**src/rtl/axi_lite_pkg.sv**
```systemverilog
// Shared AXI-Lite definitions: response codes and the register-master FSM states.
package axi_lite_pkg;

    localparam logic [1:0] RESP_OKAY   = 2'b00;
    localparam logic [1:0] RESP_SLVERR = 2'b10;

    typedef enum logic [2:0] {
        IDLE,
        WR_REQ,
        WR_RESP,
        RD_REQ,
        RD_RESP,
        RSP
    } state_t;

    // States in which the master is waiting on the bus and the timeout counter runs.
    function automatic logic is_wait_state(state_t s);
        return (s == WR_REQ) || (s == WR_RESP) || (s == RD_REQ) || (s == RD_RESP);
    endfunction

endpackage

```
**src/rtl/axi_lite_if.sv**
```systemverilog
// AXI-Lite bus bundle (AW, W, B, AR, R channels) with master and slave views.
interface axi_lite_if #(
    parameter int DATA_SIZE = 32,
    parameter int ADDR_SIZE = 32,
    parameter int ID_SIZE   = 32
);
    logic                   awvalid;
    logic                   awready;
    logic [ADDR_SIZE-1:0]   awaddr;
    logic [ID_SIZE-1:0]     awid;

    logic                   wvalid;
    logic                   wready;
    logic [DATA_SIZE-1:0]   wdata;
    logic [DATA_SIZE/8-1:0] wstrb;

    logic                   bvalid;
    logic                   bready;
    logic [ID_SIZE-1:0]     bid;
    logic [1:0]             bresp;

    logic                   arvalid;
    logic                   arready;
    logic [ADDR_SIZE-1:0]   araddr;
    logic [ID_SIZE-1:0]     arid;

    logic                   rvalid;
    logic                   rready;
    logic [DATA_SIZE-1:0]   rdata;
    logic [ID_SIZE-1:0]     rid;
    logic [1:0]             rresp;
    logic                   rlast;

    modport master (
        output awvalid, awaddr, awid, input  awready,
        output wvalid, wdata, wstrb,  input  wready,
        input  bvalid, bid, bresp,    output bready,
        output arvalid, araddr, arid, input  arready,
        input  rvalid, rdata, rid, rresp, rlast, output rready
    );

    modport slave (
        input  awvalid, awaddr, awid, output awready,
        input  wvalid, wdata, wstrb,  output wready,
        output bvalid, bid, bresp,    input  bready,
        input  arvalid, araddr, arid, output arready,
        output rvalid, rdata, rid, rresp, rlast, input rready
    );

endinterface

```
**src/rtl/axi_lite_timeout_cnt.sv**
```systemverilog
// Wait counter: cleared on state entry, counts while enabled, flags the last allowed cycle.
module axi_lite_timeout_cnt #(
    parameter int TIMEOUT_CYCLES = 1024
) (
    input  logic clk,
    input  logic reset_n,
    input  logic clear,
    input  logic enable,
    output logic expired
);
    localparam int              CNT_W = (TIMEOUT_CYCLES > 1) ? $clog2(TIMEOUT_CYCLES) : 1;
    localparam logic [CNT_W-1:0] LAST = CNT_W'(TIMEOUT_CYCLES - 1);

    logic [CNT_W-1:0] count;

    // Count cycles spent waiting; saturate at the limit so it never wraps.
    // NOTE: sequential state uses non-blocking assignments so every flop samples pre-edge values.
    always_ff @(posedge clk or negedge reset_n) begin
        if (!reset_n) begin
            count <= '0;
        end else if (clear) begin
            count <= '0;
        end else if (enable && !expired) begin
            count <= count + CNT_W'(1);
        end
    end

    assign expired = (count == LAST);

endmodule

```
**src/rtl/axi_lite_reg_master.sv**
```systemverilog
// Single-outstanding AXI-Lite register master: turns one command into one bus
// transaction and returns one response; all outputs come straight from flops.
module axi_lite_reg_master
    import axi_lite_pkg::*;
#(
    parameter int DATA_SIZE      = 32,
    parameter int ADDR_SIZE      = 32,
    parameter int ID_SIZE        = 32,
    parameter int TIMEOUT_CYCLES = 1024
) (
    input  logic                 clk,
    input  logic                 reset_n,

    input  logic                 cmd_valid,
    input  logic                 cmd_write,
    input  logic [ADDR_SIZE-1:0] cmd_addr,
    input  logic [DATA_SIZE-1:0] cmd_wdata,
    input  logic [ID_SIZE-1:0]   cmd_id,
    output logic                 cmd_ready,

    output logic                 rsp_valid,
    output logic                 rsp_write,
    output logic [DATA_SIZE-1:0] rsp_rdata,
    output logic [1:0]           rsp_resp,
    output logic [ID_SIZE-1:0]   rsp_id,
    output logic                 rsp_timeout,
    input  logic                 rsp_ready,

    axi_lite_if.master           bus
);
    state_t state, state_d;

    logic                   awvalid_q, wvalid_q, bready_q, arvalid_q, rready_q;
    logic                   awvalid_d, wvalid_d, bready_d, arvalid_d, rready_d;
    logic [ADDR_SIZE-1:0]   awaddr_q, awaddr_d, araddr_q, araddr_d;
    logic [ID_SIZE-1:0]     awid_q, awid_d, arid_q, arid_d;
    logic [DATA_SIZE-1:0]   wdata_q, wdata_d;
    logic [DATA_SIZE/8-1:0] wstrb_q, wstrb_d;

    logic                   cmd_ready_d, rsp_valid_d, rsp_write_d, rsp_timeout_d;
    logic [DATA_SIZE-1:0]   rsp_rdata_d;
    logic [1:0]             rsp_resp_d;
    logic [ID_SIZE-1:0]     rsp_id_d;

    logic                   expired, timed_out;

    axi_lite_timeout_cnt #(.TIMEOUT_CYCLES(TIMEOUT_CYCLES)) u_timeout (
        .clk     (clk),
        .reset_n (reset_n),
        .clear   (state_d != state),
        .enable  (is_wait_state(state)),
        .expired (expired)
    );

    // Next state and next register values for every output.
    // NOTE: everything starts from a hold-value default so no path can infer a latch.
    always_comb begin
        state_d       = state;
        awvalid_d     = awvalid_q;
        wvalid_d      = wvalid_q;
        bready_d      = bready_q;
        arvalid_d     = arvalid_q;
        rready_d      = rready_q;
        awaddr_d      = awaddr_q;
        awid_d        = awid_q;
        wdata_d       = wdata_q;
        wstrb_d       = wstrb_q;
        araddr_d      = araddr_q;
        arid_d        = arid_q;
        rsp_valid_d   = rsp_valid;
        rsp_write_d   = rsp_write;
        rsp_rdata_d   = rsp_rdata;
        rsp_resp_d    = rsp_resp;
        rsp_id_d      = rsp_id;
        rsp_timeout_d = rsp_timeout;
        timed_out     = 1'b0;

        case (state)
            IDLE: begin
                if (cmd_valid && cmd_ready) begin
                    rsp_write_d   = cmd_write;
                    rsp_rdata_d   = '0;
                    rsp_timeout_d = 1'b0;
                    if (cmd_addr[1:0] != 2'b00) begin
                        // Misaligned: answer locally, never touch the bus.
                        state_d     = RSP;
                        rsp_valid_d = 1'b1;
                        rsp_resp_d  = RESP_SLVERR;
                        rsp_id_d    = cmd_id;
                    end else if (cmd_write) begin
                        state_d   = WR_REQ;
                        awvalid_d = 1'b1;
                        wvalid_d  = 1'b1;
                        awaddr_d  = cmd_addr;
                        awid_d    = cmd_id;
                        wdata_d   = cmd_wdata;
                        wstrb_d   = '1;
                    end else begin
                        state_d   = RD_REQ;
                        arvalid_d = 1'b1;
                        araddr_d  = cmd_addr;
                        arid_d    = cmd_id;
                    end
                end
            end
            WR_REQ: begin
                // AW and W retire independently; move on once both are gone.
                if (awvalid_q && bus.awready) awvalid_d = 1'b0;
                if (wvalid_q && bus.wready)   wvalid_d  = 1'b0;
                if (!awvalid_d && !wvalid_d) begin
                    state_d  = WR_RESP;
                    bready_d = 1'b1;
                end else if (expired) begin
                    timed_out = 1'b1;
                end
            end
            WR_RESP: begin
                if (bready_q && bus.bvalid) begin
                    state_d     = RSP;
                    bready_d    = 1'b0;
                    rsp_valid_d = 1'b1;
                    rsp_resp_d  = bus.bresp;
                    rsp_id_d    = bus.bid;
                end else if (expired) begin
                    timed_out = 1'b1;
                end
            end
            RD_REQ: begin
                if (arvalid_q && bus.arready) begin
                    state_d   = RD_RESP;
                    arvalid_d = 1'b0;
                    rready_d  = 1'b1;
                end else if (expired) begin
                    timed_out = 1'b1;
                end
            end
            RD_RESP: begin
                // rlast carries no meaning for single-beat AXI-Lite reads.
                if (rready_q && bus.rvalid) begin
                    state_d     = RSP;
                    rready_d    = 1'b0;
                    rsp_valid_d = 1'b1;
                    rsp_rdata_d = bus.rdata;
                    rsp_resp_d  = bus.rresp;
                    rsp_id_d    = bus.rid;
                end else if (expired) begin
                    timed_out = 1'b1;
                end
            end
            RSP: begin
                if (rsp_ready) begin
                    state_d     = IDLE;
                    rsp_valid_d = 1'b0;
                end
            end
            default: state_d = IDLE;
        endcase

        // A handshake in the expiry cycle already took the branch above, so it wins.
        if (timed_out) begin
            state_d       = RSP;
            awvalid_d     = 1'b0;
            wvalid_d      = 1'b0;
            bready_d      = 1'b0;
            arvalid_d     = 1'b0;
            rready_d      = 1'b0;
            rsp_valid_d   = 1'b1;
            rsp_rdata_d   = '0;
            rsp_resp_d    = RESP_SLVERR;
            rsp_timeout_d = 1'b1;
            rsp_id_d      = rsp_write ? awid_q : arid_q;
        end

        // Ready only after a full cycle in IDLE, so it rises one clock after reset or a response.
        cmd_ready_d = (state == IDLE) && (state_d == IDLE);
    end

    // State and output registers; reset abandons any transaction in flight.
    // NOTE: every output flop is reset so the bus is quiet the moment reset_n falls.
    always_ff @(posedge clk or negedge reset_n) begin
        if (!reset_n) begin
            state       <= IDLE;
            cmd_ready   <= 1'b0;
            awvalid_q   <= 1'b0;
            wvalid_q    <= 1'b0;
            bready_q    <= 1'b0;
            arvalid_q   <= 1'b0;
            rready_q    <= 1'b0;
            awaddr_q    <= '0;
            awid_q      <= '0;
            wdata_q     <= '0;
            wstrb_q     <= '0;
            araddr_q    <= '0;
            arid_q      <= '0;
            rsp_valid   <= 1'b0;
            rsp_write   <= 1'b0;
            rsp_rdata   <= '0;
            rsp_resp    <= '0;
            rsp_id      <= '0;
            rsp_timeout <= 1'b0;
        end else begin
            state       <= state_d;
            cmd_ready   <= cmd_ready_d;
            awvalid_q   <= awvalid_d;
            wvalid_q    <= wvalid_d;
            bready_q    <= bready_d;
            arvalid_q   <= arvalid_d;
            rready_q    <= rready_d;
            awaddr_q    <= awaddr_d;
            awid_q      <= awid_d;
            wdata_q     <= wdata_d;
            wstrb_q     <= wstrb_d;
            araddr_q    <= araddr_d;
            arid_q      <= arid_d;
            rsp_valid   <= rsp_valid_d;
            rsp_write   <= rsp_write_d;
            rsp_rdata   <= rsp_rdata_d;
            rsp_resp    <= rsp_resp_d;
            rsp_id      <= rsp_id_d;
            rsp_timeout <= rsp_timeout_d;
        end
    end

    assign bus.awvalid = awvalid_q;
    assign bus.awaddr  = awaddr_q;
    assign bus.awid    = awid_q;
    assign bus.wvalid  = wvalid_q;
    assign bus.wdata   = wdata_q;
    assign bus.wstrb   = wstrb_q;
    assign bus.bready  = bready_q;
    assign bus.arvalid = arvalid_q;
    assign bus.araddr  = araddr_q;
    assign bus.arid    = arid_q;
    assign bus.rready  = rready_q;

endmodule

```
**src/flat_wrapper.sv**
```systemverilog
// flat-port wrapper written by rule: the top's interface ports become plain ports
module axi_lite_reg_master_flat import axi_lite_pkg::*;
#(
    parameter int DATA_SIZE      = 32,
    parameter int ADDR_SIZE      = 32,
    parameter int ID_SIZE        = 32,
    parameter int TIMEOUT_CYCLES = 1024
)
  (clk, reset_n, cmd_valid, cmd_write, cmd_addr, cmd_wdata, cmd_id, cmd_ready, rsp_valid, rsp_write, rsp_rdata, rsp_resp, rsp_id, rsp_timeout, rsp_ready, bus_awvalid, bus_awaddr, bus_awid, bus_awready, bus_wvalid, bus_wdata, bus_wstrb, bus_wready, bus_bvalid, bus_bid, bus_bresp, bus_bready, bus_arvalid, bus_araddr, bus_arid, bus_arready, bus_rvalid, bus_rdata, bus_rid, bus_rresp, bus_rlast, bus_rready);
  axi_lite_if #(.DATA_SIZE(DATA_SIZE), .ADDR_SIZE(ADDR_SIZE), .ID_SIZE(ID_SIZE)) bus_i ();
  input  logic clk;
  input  logic reset_n;
  input  logic cmd_valid;
  input  logic cmd_write;
  input  logic [ADDR_SIZE-1:0] cmd_addr;
  input  logic [DATA_SIZE-1:0] cmd_wdata;
  input  logic [ID_SIZE-1:0] cmd_id;
  output logic cmd_ready;
  output logic rsp_valid;
  output logic rsp_write;
  output logic [DATA_SIZE-1:0] rsp_rdata;
  output logic [1:0] rsp_resp;
  output logic [ID_SIZE-1:0] rsp_id;
  output logic rsp_timeout;
  input  logic rsp_ready;
  output wire logic [$bits(bus_i.awvalid)-1:0] bus_awvalid;
  output wire logic [$bits(bus_i.awaddr)-1:0] bus_awaddr;
  output wire logic [$bits(bus_i.awid)-1:0] bus_awid;
  input wire logic [$bits(bus_i.awready)-1:0] bus_awready;
  output wire logic [$bits(bus_i.wvalid)-1:0] bus_wvalid;
  output wire logic [$bits(bus_i.wdata)-1:0] bus_wdata;
  output wire logic [$bits(bus_i.wstrb)-1:0] bus_wstrb;
  input wire logic [$bits(bus_i.wready)-1:0] bus_wready;
  input wire logic [$bits(bus_i.bvalid)-1:0] bus_bvalid;
  input wire logic [$bits(bus_i.bid)-1:0] bus_bid;
  input wire logic [$bits(bus_i.bresp)-1:0] bus_bresp;
  output wire logic [$bits(bus_i.bready)-1:0] bus_bready;
  output wire logic [$bits(bus_i.arvalid)-1:0] bus_arvalid;
  output wire logic [$bits(bus_i.araddr)-1:0] bus_araddr;
  output wire logic [$bits(bus_i.arid)-1:0] bus_arid;
  input wire logic [$bits(bus_i.arready)-1:0] bus_arready;
  input wire logic [$bits(bus_i.rvalid)-1:0] bus_rvalid;
  input wire logic [$bits(bus_i.rdata)-1:0] bus_rdata;
  input wire logic [$bits(bus_i.rid)-1:0] bus_rid;
  input wire logic [$bits(bus_i.rresp)-1:0] bus_rresp;
  input wire logic [$bits(bus_i.rlast)-1:0] bus_rlast;
  output wire logic [$bits(bus_i.rready)-1:0] bus_rready;
  assign bus_awvalid = bus_i.awvalid;
  assign bus_awaddr = bus_i.awaddr;
  assign bus_awid = bus_i.awid;
  assign bus_i.awready = bus_awready;
  assign bus_wvalid = bus_i.wvalid;
  assign bus_wdata = bus_i.wdata;
  assign bus_wstrb = bus_i.wstrb;
  assign bus_i.wready = bus_wready;
  assign bus_i.bvalid = bus_bvalid;
  assign bus_i.bid = bus_bid;
  assign bus_i.bresp = bus_bresp;
  assign bus_bready = bus_i.bready;
  assign bus_arvalid = bus_i.arvalid;
  assign bus_araddr = bus_i.araddr;
  assign bus_arid = bus_i.arid;
  assign bus_i.arready = bus_arready;
  assign bus_i.rvalid = bus_rvalid;
  assign bus_i.rdata = bus_rdata;
  assign bus_i.rid = bus_rid;
  assign bus_i.rresp = bus_rresp;
  assign bus_i.rlast = bus_rlast;
  assign bus_rready = bus_i.rready;
  axi_lite_reg_master #(.DATA_SIZE(DATA_SIZE), .ADDR_SIZE(ADDR_SIZE), .ID_SIZE(ID_SIZE), .TIMEOUT_CYCLES(TIMEOUT_CYCLES)) u_core (.clk(clk), .reset_n(reset_n), .cmd_valid(cmd_valid), .cmd_write(cmd_write), .cmd_addr(cmd_addr), .cmd_wdata(cmd_wdata), .cmd_id(cmd_id), .cmd_ready(cmd_ready), .rsp_valid(rsp_valid), .rsp_write(rsp_write), .rsp_rdata(rsp_rdata), .rsp_resp(rsp_resp), .rsp_id(rsp_id), .rsp_timeout(rsp_timeout), .rsp_ready(rsp_ready), .bus(bus_i));
endmodule
```
**config.mk**
```make
export PLATFORM = sky130hd
export DESIGN_NAME = axi_lite_reg_master_flat
export DESIGN_NICKNAME = d
export VERILOG_FILES = /design/src/rtl/axi_lite_pkg.sv /design/src/rtl/axi_lite_if.sv /design/src/rtl/axi_lite_timeout_cnt.sv /design/src/rtl/axi_lite_reg_master.sv /design/src/flat_wrapper.sv
export SDC_FILE = /design/constraint.sdc
export NUM_CORES = 1
export LEC_CHECK = 0
export ABC_AREA = 1
export CORE_MARGIN = 3
export CORE_UTILIZATION = 40
export DETAILED_ROUTE_END_ITERATION = 8
export PLACE_DENSITY = 0.78
export SLEW_MARGIN = 20
export SYNTH_ARGS = -nofsm -noshare
export SYNTH_HDL_FRONTEND = slang
export SYNTH_SLANG_ARGS = --single-unit
```
**constraint.sdc**
```tcl
create_clock -name clk -period 1.85 [get_ports clk]
set_input_delay 0.4625 -clock clk [delete_from_list [all_inputs] [get_ports clk]]
set_output_delay 0.4625 -clock clk [all_outputs]
set_load 0.1 [all_outputs]
```
==> results.py, run 1 <==
metrics = {
    "finish": {
        "multi_input_area_um2": 4480,
        "drive_gt1_share_pct": 28.0,
        "final_util_pct": 76.5,
        "area_delta_synth_final_pct": 87.1,
        "nFillCells": 1667,
        "seq_area_um2": 6260,
        "antenna_cells": 0,
        "layout.nets": 2026,
    },
    "clock_tree": {
        "cts_sinks": 249,
        "clk_latency_ns": 0.55,
        "root_buffer": "clkbuf_16",
        "cts_made_buffers": 27,
        "tritoncts": "yes",
        "clk_pin_slew_ns": 0.07,
        "clock_path_buffers": 3,
        "ctsHtreeMaxLevel": 1,
    },
    "timing": {
        "worst_slack_ns": -0.247,
        "period_share_pct": 113,
        "maxSlewHeadroom_pct": 66.0,
        "hold_viol_final": 0,
        "setup_viol": 45,
        "drv_slew": 0,
        "timing.fmax_mhz": 477,
        "period_needed_ns": 2.10,
        "skew_ns": 0.0181,
        "max_slew.worst_pin.slew_ns": 0.509,
        "setup_tns_ns": -1.63,
        "rsz0062_at_grt": "yes",
    },
    "floorplanning": {
        "die_y_um": 172,
        "initial_utilization_pct": 40.9,
        "die_x_um": 172,
        "boundaryPins": 446,
        "rows": 60,
        "die-area_um2": 29700,
        "core_area_um2": 27100,
    },
    "routing": {
        "dr.first_iter.drc_count": 965,
        "via_per_inst": 5.31,
        "drc": 0,
        "drtAntennaViolNets": 0,
        "vias": 11700,
        "firstDrtPassIters": 5,
        "wl_per_cell_um": 21.8,
        "wirelength_um": 48300,
    },
    "logic_synthesis": {
        "syn_area_per_cell_um2": 8.53,
        "synthTopCellsByArea": "dfrtp_1 56%, nand2_1 16%, o21ai_0 8.7%, nand3_1 3.1%, inv_1 3.0%",
        "synth_common_cells": "465 x nand2_1, 249 x dfrtp_1, 192 x o21ai_0",
        "synth_fp_nets": 1508,
        "synth_top_cell_by_area": "dfrtp_1",
        "yosysSeqAreaShare_pct": 56.2,
        "synth_ff_type": "dfrtp_1",
        "yosysMostFrequentCell": "nand2_1",
        "netlist.area_leader.share_pct": 56.2,
        "syn_inst": 1300,
        "synthDistinctLibCells": 36,
        "async_flop_share_pct": 100,
        "ys_ff_latch": 249,
        "syn_area_um2": 11100,
        "synth_warnings": 0,
        "synth_edf_count": 0,
    },
    "run_status": {
        "violations": "negative setup slack",
        "status": "complete, but fails checks",
    },
    "placed_design": {
        "dp_hpwl_um": 32300,
        "place_ws_ns": -0.449,
        "place.gp.congestion": 0.887,
        "numPortBuffers": 444,
    },
    "critical_path": {
        "crit_required_ns": 2.26,
        "path_buf_inv": 3,
        "arrival_ns": 2.50,
        "worst-setup-path-type": "reg -> reg",
        "slowest_delay_ns": 0.39,
        "slowest_stage": "dfrtp_1",
        "path_delay_family": "compound AO/OA/AOI/OAI gates",
        "crit_path_end_kind": "register",
        "cp_common_cell": "o21ai_4",
        "path_max_fanout": 14,
        "cp_cell_sequence": "ha_4 > nand3_2 > inv_2 > nand3_4 > o21bai_4 > buf_12 > o21ai_4 > o21ai_4 > clkbuf_16 > o21ai_1",
        "crit_path_start_kind": "register",
    },
    "global_routing": {
        "grt.overflow.total": 0,
        "grt_pass1_vias": 11600,
        "grt_util_all_layers_pct": 29.1,
        "grt_max_degree": 60,
        "grt_pass1_wl_um": 66800,
        "antenna_found_initial": 0,
    },
    "worst_hold_path": {
        "hp-class": "in -> async",
    },
    "run": {
        "cap_violations": 0,
    },
}
worst register-to-register path, cell delays in order (launching register included):
cell and delay [ns]:
dfrtp_1 0.39, ha_4 0.16, nand3_2 0.08, inv_2 0.09, nand3_4 0.08, o21bai_4 0.19
buf_12 0.15, o21ai_4 0.10, o21ai_4 0.16, clkbuf_16 0.22, o21ai_1 0.34
flip-flops by register name, indices dropped and copies added (netlist names), 2 cells and up:
name,cells
u_core.rsp_rdata,32
u_core.bus.arid,32
u_core.u_timeout.count,10
u_core.bus.araddr,32
u_core.bus.wdata,32
u_core.rsp_id,32
u_core.bus.awaddr,32
u_core.bus.awid,32
u_core.state,3
u_core.rsp_resp,2
cell type report:
| cell class | count | share of cell area, % |
|---|---|---|
| sequential | 249 | 30.2 |
| multi-input combinational | 877 | 21.6 |
| clock buffer | 40 | 3.78 |
| clock inverter | 10 | 0.633 |
| timing repair buffer | 569 | 39.8 |
| inverter | 93 | 1.72 |
| tap | 372 | 2.24 |
| timing repair inverter | 1 | 0.0543 |
per-stage QoR:
stage,instance area (um2),cells,hold WS (ns)
CTS,20200,2196,0.449
global placement,19100,2137,0.422
detailed placement,19100,2137,0.432
finish,20700,2211,0.443
global route,20700,2211,0.468
floorplan,11100,1300,0.167
cells in the final DEF, fill, tap and decap left out, types with 32 or more instances in the layout:
master / instances
nand3_1: 66
dfrtp_1: 238
buf_12: 261
o211ai_1: 34
mux2i_1: 32
inv_1: 87
buf_4: 86
clkbuf_16: 33
clkdlybuf4s50_1: 204
o21ai_0: 143
o21ai_1: 39
nand2_1: 419
nand2_2: 45
path summary, 6_finish.rpt:
path	from	endpoint	slack [ns]	depth (start not counted)
max	u_core.u_timeout.count[1]$_DFFE_PN0P_	u_core.rsp_rdata[16]$_DFFE_PN0P_	-0.25	10
min	reset_n	u_core.rsp_rdata[15]$_DFFE_PN0P_	0.44	2
max reg2reg	u_core.u_timeout.count[1]$_DFFE_PN0P_	u_core.rsp_rdata[16]$_DFFE_PN0P_	-0.25	10
min reg2reg	u_core.rsp_valid$_DFFE_PN0P_	u_core.rsp_valid$_DFFE_PN0P_	0.53	2
max in group asynchronous	reset_n	u_core.bus.rready$_DFFE_PN0P_	0.68	3
min in group clk	cmd_wdata[31]	u_core.bus.wdata[31]$_DFFE_PN0P_	0.47	3
kinds of logic (layout without fill, tap and decap cells):
kind of cell	after synthesis	count (layout)	synth area share [%]
buf+inv	176	713	6.56
simple gates	580	581	20.8
flops	249	249	56.2
xor+xnor	9	9	0.711
mux	32	32	2.89
fa+ha+maj	1	1	0.113
compound gates	253	254	12.7
repair_timing:
| action | CTS | global route |
|---|---|---|
| buffers inserted | 5 | 5 |
| hold buffers | 1 | 0 |
| setup endpoints to repair | 81 | 162 |
| gates cloned | 3 | 10 |
| pin swaps | 2 | 4 |
| hold endpoints to repair | 41 | 0 |
| gates resized for setup | 36 | 126 |
layer usage:
| metal | GRT usage (%) | wire length [um] |
|---|---|---|
| met5 | 0 | 0 |
| met4 | 10.6 | 2040 |
| met3 | 10.7 | 5580 |
| met2 | 49.5 | 23500 |
| met1 | 33.7 | 17100 |
Power of run 1 is not shown: default switching activity piles up to over one toggle a cycle in this logic, so the estimate is an artifact.
==> inputs of run 2 (changes only) <==
CORE_AREA = 3 3 173 175   (was unset)
CORE_MARGIN = unset   (was 3)
CORE_UTILIZATION = unset   (was 40)
DIE_AREA = 0 0 176 178   (was unset)
GPL_TIMING_DRIVEN = 1   (was unset)
PLACE_DENSITY = 0.73   (was 0.78)
clock period = 2.15 ns   (was 1.85 ns; I/O delays follow)
==> results.py, run 2 (synthesis gave the netlist of run 1 again) <==
metrics = {
    "worst_hold_path": {
        "hp-class": "reg -> reg",
    },
    "global_routing": {
        "grt_max_degree": 62,
        "grt_pass1_vias": 10400,
        "antenna_found_initial": 0,
        "grt_use_met3_pct": 7.11,
        "grt_use_met1_pct": 28.5,
        "grt_pass1_wl_um": 57900,
        "grt_util_all_layers_pct": 23.3,
        "met2_usage_pct": 39.7,
        "busiest_layer": "met2",
        "grt.overflow.total": 0,
    },
    "clock_tree": {
        "tritoncts": "yes",
        "ctsHtreeMaxLevel": 1,
        "root_buffer": "clkbuf_16",
        "clk_latency_ns": 0.54,
        "clk_pin_slew_ns": 0.06,
        "clock_path_buffers": 3,
        "cts_made_buffers": 28,
        "cts_sinks": 249,
    },
    "floorplanning": {
        "core_area_um2": 28600,
        "die-area_um2": 31300,
        "initial_utilization_pct": 38.7,
        "boundaryPins": 446,
        "rows": 62,
        "die_x_um": 176,
        "die_y_um": 178,
    },
    "critical_path": {
        "cp_cell_sequence": "ha_2 > nand3_1 > inv_2 > nand3_1 > o21bai_4 > buf_12 > a21oi_4 > buf_4 > nand3_1 > nand2_1",
        "crit_path_start_kind": "register",
        "arrival_ns": 2.48,
        "crit_required_ns": 2.62,
        "worst-setup-path-type": "reg -> reg",
        "slowest_stage": "dfrtp_1",
        "rrSetupSlack_ns": 0.14,
        "cp_common_cell": "nand3_1",
        "path_delay_family": "buffers and inverters",
        "crit_path_end_kind": "register",
        "path_max_fanout": 21,
        "path_buf_inv": 3,
        "slowest_delay_ns": 0.41,
    },
    "timing": {
        "hold_viol_final": 0,
        "period_needed_ns": 2.01,
        "drv_slew": 0,
        "maxSlewHeadroom_pct": 60.4,
        "max_slew.worst_pin.slew_ns": 0.595,
        "hold_ws_ns": 0.473,
        "setup_viol": 0,
        "rsz0062_at_grt": "yes",
        "timing.fmax_mhz": 498,
        "skew_ns": 0.0156,
        "period_share_pct": 93.5,
    },
    "routing": {
        "wirelength_um": 38100,
        "drtAntennaViolNets": 0,
        "firstDrtPassIters": 5,
        "wl_per_cell_um": 17.6,
        "drc": 0,
        "via_per_inst": 4.90,
        "dr.first_iter.drc_count": 637,
        "vias": 10600,
    },
    "finish": {
        "antenna_cells": 0,
        "drive_gt1_share_pct": 21.5,
        "most-common-layout-cells": "462 x nand2_1, 285 x buf_4, 240 x dfrtp_1",
        "final_common_cell": "nand2_1",
        "area_delta_synth_final_pct": 51.4,
        "layout.nets": 1965,
    },
    "placed_design": {
        "place.gp.congestion": 0.881,
        "numPortBuffers": 444,
        "dp_hpwl_um": 28100,
    },
    "run_status": {
        "status": "finished, final reports clean",
    },
    "run": {
        "cap_violations": 0,
    },
}
==> run 2: cell types whose count changed in the layout (fill, tap and decap cells not counted), moves of 5 or more <==
| cell | change |
|---|---|
| nor2_1 | +7 |
| o21ai_0 | +49 |
| buf_6 | -7 |
| dfrtp_2 | +5 |
| nand2_1 | +43 |
| buf_12 | -242 |
| o21ai_1 | -32 |
| buf_4 | +199 |
| nand2_2 | -41 |
| dfrtp_4 | -7 |
| o21ai_2 | -16 |
==> run 2: cell type report <==
cell class              count  area, um2
well taps                 384        480
repair buffers            510       4590
fillers                  2524      11800
clock inverters            10        114
flip-flops and latches    249       6240
clock buffers              41        851
inverters                  93        352
multi-input cells         875       4160
==> run 2: final timing paths <==
path	endpoint	startpoint	depth (start not counted)
setup / recovery	u_core.rsp_id[7]$_DFFE_PN0P_	u_core.u_timeout.count[0]$_DFFE_PN0P_	10
hold / removal	u_core.bus.wdata[7]$_DFFE_PN0P_	u_core.bus.wdata[7]$_DFFE_PN0P_	2
setup reg to reg	u_core.rsp_id[7]$_DFFE_PN0P_	u_core.u_timeout.count[0]$_DFFE_PN0P_	10
hold reg to reg	u_core.bus.wdata[7]$_DFFE_PN0P_	u_core.bus.wdata[7]$_DFFE_PN0P_	2
max in group asynchronous	u_core.bus.wdata[7]$_DFFE_PN0P_	reset_n	3
min in group asynchronous	u_core.bus.awid[12]$_DFFE_PN0P_	reset_n	2
==> run 2: layer usage <==
metal / part of all wire [%] / wire length, um / up-vias
met3: 9.4 / 3580 / 73
met1: 40 / 15300 / 4997
met4: 3.2 / 1240 / 0
met2: 47 / 18000 / 438
li1: - / - / 5092
met5: 0 / 0 / -
==> run 2: per-stage QoR <==
step / TNS (ns) / worst slack (ns) / util, % / cell area [um2] / instances
global route: -0.185 / -0.0393 / 58.6 / 16800 / 2162
floorplan: 0 / 0.168 / - / 11100 / 1300
detailed placement: -32.74 / -0.256 / 55.1 / 15800 / 2107
finish: 0 / 0.141 / 58.6 / 16800 / 2162
global placement: -29.46 / -0.220 / 55.1 / 15800 / 2107
CTS: 0 / 0.0537 / 58.5 / 16700 / 2159
==> run 2: what timing repair did <==
action,in CTS,in global routing
hold buffers,1,0
buffers inserted,0,3
endpoints found under the setup margin,0,60
gates resized for setup,0,5
hold endpoints to repair,37,0
==> run 2: tightest hold or removal path, cell delays in order, from the launching register on <==
cell and delay, ns:
dfrtp_1 0.34, nand2_1 0.05, nand2_1 0.04
Power of run 2 is left out for the same reason.
==> inputs of run 3 (changes only) <==
CELL_PAD_IN_SITES_DETAIL_PLACEMENT = 1   (was unset)
CELL_PAD_IN_SITES_GLOBAL_PLACEMENT = 1   (was unset)
CORE_AREA = unset   (was 3 3 173 175)
CORE_MARGIN = 3   (was unset)
CORE_UTILIZATION = 28   (was unset)
DIE_AREA = unset   (was 0 0 176 178)
PLACE_DENSITY = unset   (was 0.73)
PLACE_DENSITY_LB_ADDON = 0.1   (was unset)
clock period = 1.7 ns   (was 2.15 ns; I/O delays follow)
==> results.py, run 3 (synthesis gave the netlist of run 1 again) <==
metrics = {
    "floorplanning": {
        "rows": 72,
        "die_x_um": 205,
        "initial_utilization_pct": 28.5,
        "boundaryPins": 446,
        "die-area_um2": 42000,
        "core_area_um2": 38900,
        "die_y_um": 205,
    },
    "clock_tree": {
        "clock_path_buffers": 3,
        "cts_sinks": 249,
        "root_buffer": "clkbuf_16",
        "ctsHtreeMaxLevel": 1,
        "tritoncts": "yes",
        "clk_pin_slew_ns": 0.06,
        "cts_made_buffers": 30,
        "clk_latency_ns": 0.56,
    },
    "finish": {
        "final_common_cell": "nand2_1",
        "multi_input_area_um2": 4620,
        "most-common-layout-cells": "409 x nand2_1, 271 x buf_12, 239 x dfrtp_1",
        "area_delta_synth_final_pct": 96.6,
        "nFillCells": 4195,
        "drive_gt1_share_pct": 31.0,
        "layout.nets": 2060,
        "seq_area_um2": 6260,
        "final_area_um2": 21800,
    },
    "timing": {
        "timing.fmax_mhz": 500,
        "setup_tns_ns": -30.35,
        "max_slew.worst_pin.slew_ns": 0.436,
        "setup_viol": 190,
        "worst_slack_ns": -0.302,
        "skew_ns": 0.0138,
        "hold_ws_ns": 0.332,
        "period_needed_ns": 2.00,
        "period_share_pct": 118,
        "hold_viol_final": 0,
        "drv_slew": 0,
        "rsz0062_at_grt": "yes",
        "maxSlewHeadroom_pct": 70.7,
    },
    "placed_design": {
        "place.gp.congestion": 0.818,
        "post_dp_cell_area_um2": 19500,
        "numPortBuffers": 444,
        "dp_hpwl_um": 35500,
    },
    "critical_path": {
        "crit_path_end_kind": "register",
        "path_max_fanout": 8,
        "rrSetupSlack_ns": -0.30,
        "crit_path_start_kind": "register",
        "worst-setup-path-type": "reg -> reg",
        "arrival_ns": 2.50,
        "crit_required_ns": 2.19,
    },
    "run_status": {
        "violations": "negative setup slack",
        "status": "complete, but fails checks",
    },
    "global_routing": {
        "antenna_found_initial": 3,
        "grt_pass1_wl_um": 75300,
        "grt_max_degree": 60,
        "grt_pass1_vias": 12300,
        "grt.overflow.total": 0,
        "grt_util_all_layers_pct": 23.1,
    },
    "routing": {
        "via_per_inst": 4.74,
        "firstDrtPassIters": 4,
        "wirelength_um": 51800,
        "vias": 11300,
        "wl_per_cell_um": 21.7,
        "dr.first_iter.drc_count": 420,
        "drc": 0,
        "drtAntennaViolNets": 0,
    },
    "worst_hold_path": {
        "hp-class": "in -> async",
    },
    "run": {
        "cap_violations": 0,
    },
}
-- run 3: critical path: stages, from the launching register on --
cell and delay, ns:
dfrtp_1 0.35, ha_2 0.20, nand3_2 0.09, inv_2 0.10, nand3_4 0.09, o21bai_4 0.20
buf_12 0.15, buf_12 0.12, clkbuf_16 0.15, o21ai_0 0.28, nand3_2 0.11, nand2_1 0.07
-- run 3: final timing paths --
path	endpoint	start	depth (start not counted)
min in group clk	u_core.bus.wdata[0]$_DFFE_PN0P_	cmd_wdata[0]	3
setup reg to reg	u_core.rsp_id[26]$_DFFE_PN0P_	u_core.u_timeout.count[0]$_DFFE_PN0P_	11
max in group asynchronous	u_core.bus.awaddr[23]$_DFFE_PN0P_	reset_n	4
hold reg to reg	u_core.bus.wdata[27]$_DFFE_PN0P_	u_core.bus.wdata[27]$_DFFE_PN0P_	2
setup / recovery	u_core.rsp_id[26]$_DFFE_PN0P_	u_core.u_timeout.count[0]$_DFFE_PN0P_	11
hold / removal	u_core.cmd_ready$_DFF_PN0_	reset_n	2
-- run 3: routing by layer --
metal | track usage (%) | part of all wire, % | vias to the layer above
li1 | - | - | 5307
met1 | 28.0 | 39 | 5602
met2 | 40.1 | 50 | 356
met3 | 8.14 | 8.7 | 58
met4 | 4.42 | 1.8 | 6
met5 | 0 | 0.089 | -
-- run 3: layout make-up --
cell class	count	area share, %
Clock inverter	10	0.230
Multi-Input combinational cell	876	21.2
Clock buffer	43	4.00
Timing Repair inverter	1	0.0402
Inverter	93	1.66
Antenna cell	1	0.0115
Timing Repair Buffer	601	41.2
Sequential cell	249	28.7
Tap cell	518	2.97
-- run 3: through the flow --
step / instances / util, % / setup WS [ns]
3_5_place_dp: 2292 / 50.1 / -0.597
3_3_place_gp: 2292 / 50.1 / -0.552
6_report: 2392 / 56.0 / -0.302
2_1_floorplan: 1300 / - / -0.112
5_1_grt: 2391 / 56.0 / -0.376
4_1_cts: 2368 / 54.1 / -0.213
-- run 3: what timing repair did --
item | 4_1_cts | 5_1_grt
hold endpoints to repair | 40 | 0
resized for setup | 130 | 109
pin swaps | 6 | 15
cloned | 13 | 16
buffers inserted | 9 | 7
setup endpoints to repair | 250 | 246
hold buffers | 1 | 0
Power of run 3 is left out for the same reason.
